[src/rtl/mips_pkg.sv]
// Shared encodings for the multicycle MIPS controller: FSM states, opcodes,
// and the ALUOp / ALU B-source / PC-source select values.
package mips_pkg;

    typedef enum logic [3:0] {
        FETCH     = 4'd0,
        DECODE    = 4'd1,
        MEM_ADDR  = 4'd2,
        MEM_READ  = 4'd3,
        MEM_WB    = 4'd4,
        MEM_WRITE = 4'd5,
        R_EXEC    = 4'd6,
        R_WB      = 4'd7,
        BRANCH    = 4'd8,
        JUMP      = 4'd9,
        ADDI_EXEC = 4'd10,
        ADDI_WB   = 4'd11
    } state_t;

    localparam logic [5:0] OP_RTYPE = 6'b000000;
    localparam logic [5:0] OP_LW    = 6'b100011;
    localparam logic [5:0] OP_SW    = 6'b101011;
    localparam logic [5:0] OP_BEQ   = 6'b000100;
    localparam logic [5:0] OP_J     = 6'b000010;
    localparam logic [5:0] OP_ADDI  = 6'b001000;

    localparam logic [1:0] ALUOP_ADD   = 2'b00;
    localparam logic [1:0] ALUOP_SUB   = 2'b01;
    localparam logic [1:0] ALUOP_FUNCT = 2'b10;

    localparam logic [1:0] SRCB_RD2      = 2'b00;
    localparam logic [1:0] SRCB_FOUR     = 2'b01;
    localparam logic [1:0] SRCB_IMM      = 2'b10;
    localparam logic [1:0] SRCB_IMM_SHL2 = 2'b11;

    localparam logic [1:0] PCSRC_ALU    = 2'b00;
    localparam logic [1:0] PCSRC_ALUOUT = 2'b01;
    localparam logic [1:0] PCSRC_JUMP   = 2'b10;

endpackage

[src/rtl/multicycle_control.sv]
// Multicycle MIPS control FSM: Moore outputs decoded from the state, with the
// FETCH write strobes qualified by mem_ready.
module multicycle_control
    import mips_pkg::*;
(
    input  logic       clk,
    input  logic       reset,
    input  logic [5:0] opcode,
    input  logic       mem_ready,
    output logic       PCWrite,
    output logic       PCWriteCond,
    output logic       IorD,
    output logic       MemRead,
    output logic       MemWrite,
    output logic       IRWrite,
    output logic       MemToReg,
    output logic       RegDst,
    output logic       RegWrite,
    output logic       ALUSrcA,
    output logic [1:0] ALUSrcB,
    output logic [1:0] PCSource,
    output logic [1:0] ALUOp,
    output logic       illegal_op,
    output logic [3:0] state_o
);

    state_t state;
    state_t next_state;

    always_ff @(posedge clk) begin
        if (reset) state <= FETCH;
        else       state <= next_state;
    end

    always_comb begin
        next_state = FETCH;
        case (state)
            FETCH:     next_state = mem_ready ? DECODE : FETCH;
            DECODE: begin
                case (opcode)
                    OP_LW, OP_SW: next_state = MEM_ADDR;
                    OP_RTYPE:     next_state = R_EXEC;
                    OP_BEQ:       next_state = BRANCH;
                    OP_J:         next_state = JUMP;
                    OP_ADDI:      next_state = ADDI_EXEC;
                    default:      next_state = FETCH;
                endcase
            end
            MEM_ADDR:  next_state = (opcode == OP_SW) ? MEM_WRITE : MEM_READ;
            MEM_READ:  next_state = mem_ready ? MEM_WB : MEM_READ;
            MEM_WB:    next_state = FETCH;
            MEM_WRITE: next_state = mem_ready ? FETCH : MEM_WRITE;
            R_EXEC:    next_state = R_WB;
            R_WB:      next_state = FETCH;
            BRANCH:    next_state = FETCH;
            JUMP:      next_state = FETCH;
            ADDI_EXEC: next_state = ADDI_WB;
            ADDI_WB:   next_state = FETCH;
            default:   next_state = FETCH;
        endcase
    end

    // Everything, including the debug state view, reads as zero while reset is held.
    always_comb begin
        PCWrite     = 1'b0;
        PCWriteCond = 1'b0;
        IorD        = 1'b0;
        MemRead     = 1'b0;
        MemWrite    = 1'b0;
        IRWrite     = 1'b0;
        MemToReg    = 1'b0;
        RegDst      = 1'b0;
        RegWrite    = 1'b0;
        ALUSrcA     = 1'b0;
        ALUSrcB     = SRCB_RD2;
        PCSource    = PCSRC_ALU;
        ALUOp       = ALUOP_ADD;
        illegal_op  = 1'b0;
        state_o     = 4'd0;
        if (!reset) begin
            state_o = state;
            case (state)
                FETCH: begin
                    MemRead = 1'b1;
                    ALUSrcB = SRCB_FOUR;
                    IRWrite = mem_ready;
                    PCWrite = mem_ready;
                end
                DECODE: begin
                    ALUSrcB = SRCB_IMM_SHL2;
                    case (opcode)
                        OP_LW, OP_SW, OP_RTYPE, OP_BEQ, OP_J, OP_ADDI: illegal_op = 1'b0;
                        default:                                       illegal_op = 1'b1;
                    endcase
                end
                MEM_ADDR, ADDI_EXEC: begin
                    ALUSrcA = 1'b1;
                    ALUSrcB = SRCB_IMM;
                end
                MEM_READ: begin
                    MemRead = 1'b1;
                    IorD    = 1'b1;
                end
                MEM_WB: begin
                    RegWrite = 1'b1;
                    MemToReg = 1'b1;
                end
                MEM_WRITE: begin
                    MemWrite = 1'b1;
                    IorD     = 1'b1;
                end
                R_EXEC: begin
                    ALUSrcA = 1'b1;
                    ALUOp   = ALUOP_FUNCT;
                end
                R_WB: begin
                    RegWrite = 1'b1;
                    RegDst   = 1'b1;
                end
                BRANCH: begin
                    ALUSrcA     = 1'b1;
                    ALUOp       = ALUOP_SUB;
                    PCWriteCond = 1'b1;
                    PCSource    = PCSRC_ALUOUT;
                end
                JUMP: begin
                    PCWrite  = 1'b1;
                    PCSource = PCSRC_JUMP;
                end
                ADDI_WB: RegWrite = 1'b1;
                default: ;
            endcase
        end
    end

endmodule

[config.mk]
export PLATFORM = sky130hd
export DESIGN_NAME = multicycle_control
export DESIGN_NICKNAME = d
export VERILOG_FILES = /design/src/rtl/mips_pkg.sv /design/src/rtl/multicycle_control.sv
export SDC_FILE = /design/constraint.sdc
export NUM_CORES = 1
export LEC_CHECK = 0
export CORE_MARGIN = 2
export CORE_UTILIZATION = 42
export CTS_CLUSTER_DIAMETER = 200
export DETAILED_ROUTE_END_ITERATION = 8
export PLACE_DENSITY = 0.87
export SLEW_MARGIN = 20
export SYNTH_ARGS = -nofsm -noshare
export SYNTH_HDL_FRONTEND = slang
export SYNTH_SLANG_ARGS = --single-unit
[constraint.sdc]
create_clock -name clk -period 2.6 [get_ports clk]
set_input_delay 0.78 -clock clk [delete_from_list [all_inputs] [get_ports clk]]
set_output_delay 0.78 -clock clk [all_outputs]
set_load 0.02 [all_outputs]
==> flow_metrics.tcl <==
set metrics [dict create \
    p_per_area_nw_per_um2 236 \
    hp-class "reg -> reg" \
    final_hold_viol_count 0 \
    synth.avg_cell_area_um2 6.93 \
    rsz0062_at_grt "false" \
    yosysWarnings 0 \
    regMostFlops "state" \
    crit_path_start_kind "input port" \
    ys_seq_area_share_pct 13.3 \
    end_kind "primary output" \
    power_leakage_uw 0.000474 \
    first_pass_iters 4 \
    yosysUniqueCellTypes 36 \
    drcViolationCount 0 \
    grt_pass1_wl_mm 3.75 \
    dieArea_um2 1760 \
    fin_crit_sh_pct 98.5 \
    tns_ps 0 \
    die_width_um 41.9 \
    clkLatencyLatePin_ps 250 \
    ys_ff_latch 4 \
    synth-edff-count 0 \
    diodes 0 \
    r2r-end "state[0]" \
    tritoncts "built" \
    ant_nets 0 \
    final_common_cell "buf_4" \
    grt-ovfl-total 0 \
    place_congestion 0.842 \
    top_regs "state x4" \
    synth_area_leaders "dfxtp_1 (13%), nor4_1 (8.3%), nor3_1 (5.8%), nor2b_1 (5.2%), buf_2 (5.0%)" \
    slew_headroom_pct 79.0 \
    critical_path_buf_inv_count 3 \
    critPathTopFamily "buffers and inverters" \
    wl_per_cell_um 15.7 \
    grt_use_total_pct 28.2 \
    cp_slowest_cell "clkdlybuf4s15_1" \
    p_total_uw 247 \
    io_pins 30 \
    slew_violations 0 \
    core_um2 1320 \
    vias 878 \
    syn2layout_area_growth_pct 73.9 \
    start_util_pct 45.8 \
    path_class "in -> out" \
    syn_nets 96 \
    post-route-util_pct 79.6 \
    path_max_fanout 20 \
    numCtsBuffers 3 \
    outcome "finished clean" \
    worst_clock_skew_ps 4.20 \
    synthArstFlopShare_pct 0 \
    hold_ws_ps 783 \
    maxCapViolations 0 \
    cts_max_level 1 \
    die_y_um 41.9 \
    largest_register_ffs 4 \
    rows 13 \
    portBuffers 29 \
    ys.flop_type "dfxtp_1" \
    crit_end "ALUSrcA" \
    dp.cells 143 \
    ctsHoldBuffers 0 \
    hpwlAfterDp_mm 1.63 \
    syn_area_um2 603 \
    timing.critical_path.from "reset" \
    synth_cells 87 \
    fmax_ghz 0.390 \
    rrSetupSlack_ps 1190 \
    cp_data_arrival_time_ps 1780 \
    synth.largest_area_cell "dfxtp_1" \
    drt_iter0_drc 34 \
    most-common-layout-cells "buf_4 (21), clkbuf_2 (9), dlygate4sd2_1 (8)" \
    rr_startpoint "state[2]" \
    fillers 106 \
    finalSetupViolCount 0 \
    root_buffer "clkbuf_4" \
    ff2ff_path_depth 4 \
    stdcell_count 147 \
    antenna_found_initial 0 \
    cts.clk_slew.worst_paths_ps 40 \
    avgViaCountPerCell 5.97 \
    cp_cell_sequence "dlygate4sd2_1 -> buf_6 -> a211oi_1 -> clkdlybuf4s15_1" \
    grt_pass1_vias 824 \
    layout-drive-gt1-share_pct 44.7 \
    routed_wl_mm 2.31 \
    grt_max_degree 21 \
    min_period_ps 2560 \
    max_stage_delay_ps 340 \
    cts.sinks 4 \
    clockBufferDepth 2 \
    tightest_slew_ps 313 \
    path_depth 4 \
    worstPathRequired_ps 1820 \
    yosysTopAreaCellShare_pct 13.3 \
    nets 143 \
    ir_worst_vdd_v 0.000228 \
]
## cell usage after synthesis (2+ instances only)
cell / count
o21ai_0: 3
nor2b_1: 5
nand2b_1: 4
a31oi_1: 3
nor2_1: 7
nor4b_1: 2
nand3_1: 2
nor3_1: 7
nand4_1: 2
nand2_1: 6
xor2_1: 2
dfxtp_1: 4
buf_1: 2
nor4_1: 8
buf_2: 6
a21oi_1: 4
## final cells by class
| class | count | area [um2] | area share [%] |
|---|---|---|---|
| timing repair buffer | 51 | 374 | 35.7 |
| clock buffer | 3 | 22.5 | 2.15 |
| sequential | 4 | 80.1 | 7.64 |
| multi-input combinational | 74 | 553 | 52.7 |
| tap | 15 | 18.8 | 1.79 |
## timing repair
action	4_1_cts	5_1_grt
pin swaps	4	6
setup buffers	1	0
setup endpoints to repair	21	14
gates resized for setup	74	30
hold endpoints to repair	0	0
## through the flow
| step | setup WS [ps] | instance area [um2] |
|---|---|---|
| final | 39.2 | 1050 |
| after global placement | -733 | 1040 |
| after global routing | 3.41 | 1050 |
| after detailed placement | -822 | 1040 |
| after floorplan | -75.7 | 616 |
| after CTS | -137 | 1090 |
## per-layer routing
metal	wire length, um	vias to the layer above	part of all wire (%)	track usage [%]
met1	856	406	37	29.5
met4	70	0	3.0	14.2
met5	0	-	0	0
li1	-	420	-	-
met3	121	11	5.2	6.52
met2	1260	41	55	51.6
## how the worst min path moves through the flow
stage / slack, ps / cells past startpoint / startpoint / endpoint
after floorplan: 650 / 3 / state[1] / state[2]
after global placement: 740 / 3 / state[1] / state[1]
after detailed placement: 750 / 3 / state[1] / state[0]
after CTS: 760 / 3 / state[1] / state[0]
after global routing: 860 / 3 / state[1] / state[1]
final: 780 / 3 / state[1] / state[1]
## cell families (layout without fill, tap and decap cells)
kind of cell / after synthesis / in the layout / share of synthesized area, %
compound gates: 17 / 17 / 18.3
xor+xnor: 2 / 2 / 2.91
buf+inv: 9 / 54 / 7.47
flops: 4 / 4 / 13.3
simple gates: 55 / 55 / 58.1
## worst register-to-register path, stage by stage, from the launching register on
cell and delay, ps:
dfxtp_1 460, nand2b_1 300, a21oi_1 110, o21ai_0 280
a31oi_1 130
## report_power, final
part	total, uW	internal (uW)	switching (uW)
Clock	82.1	51.9	30.1
Sequential	64.6	63.0	1.57
Combinational	101	45.5	55.1
Total	247	160	86.8
Power figures use the tool's default switching activity.
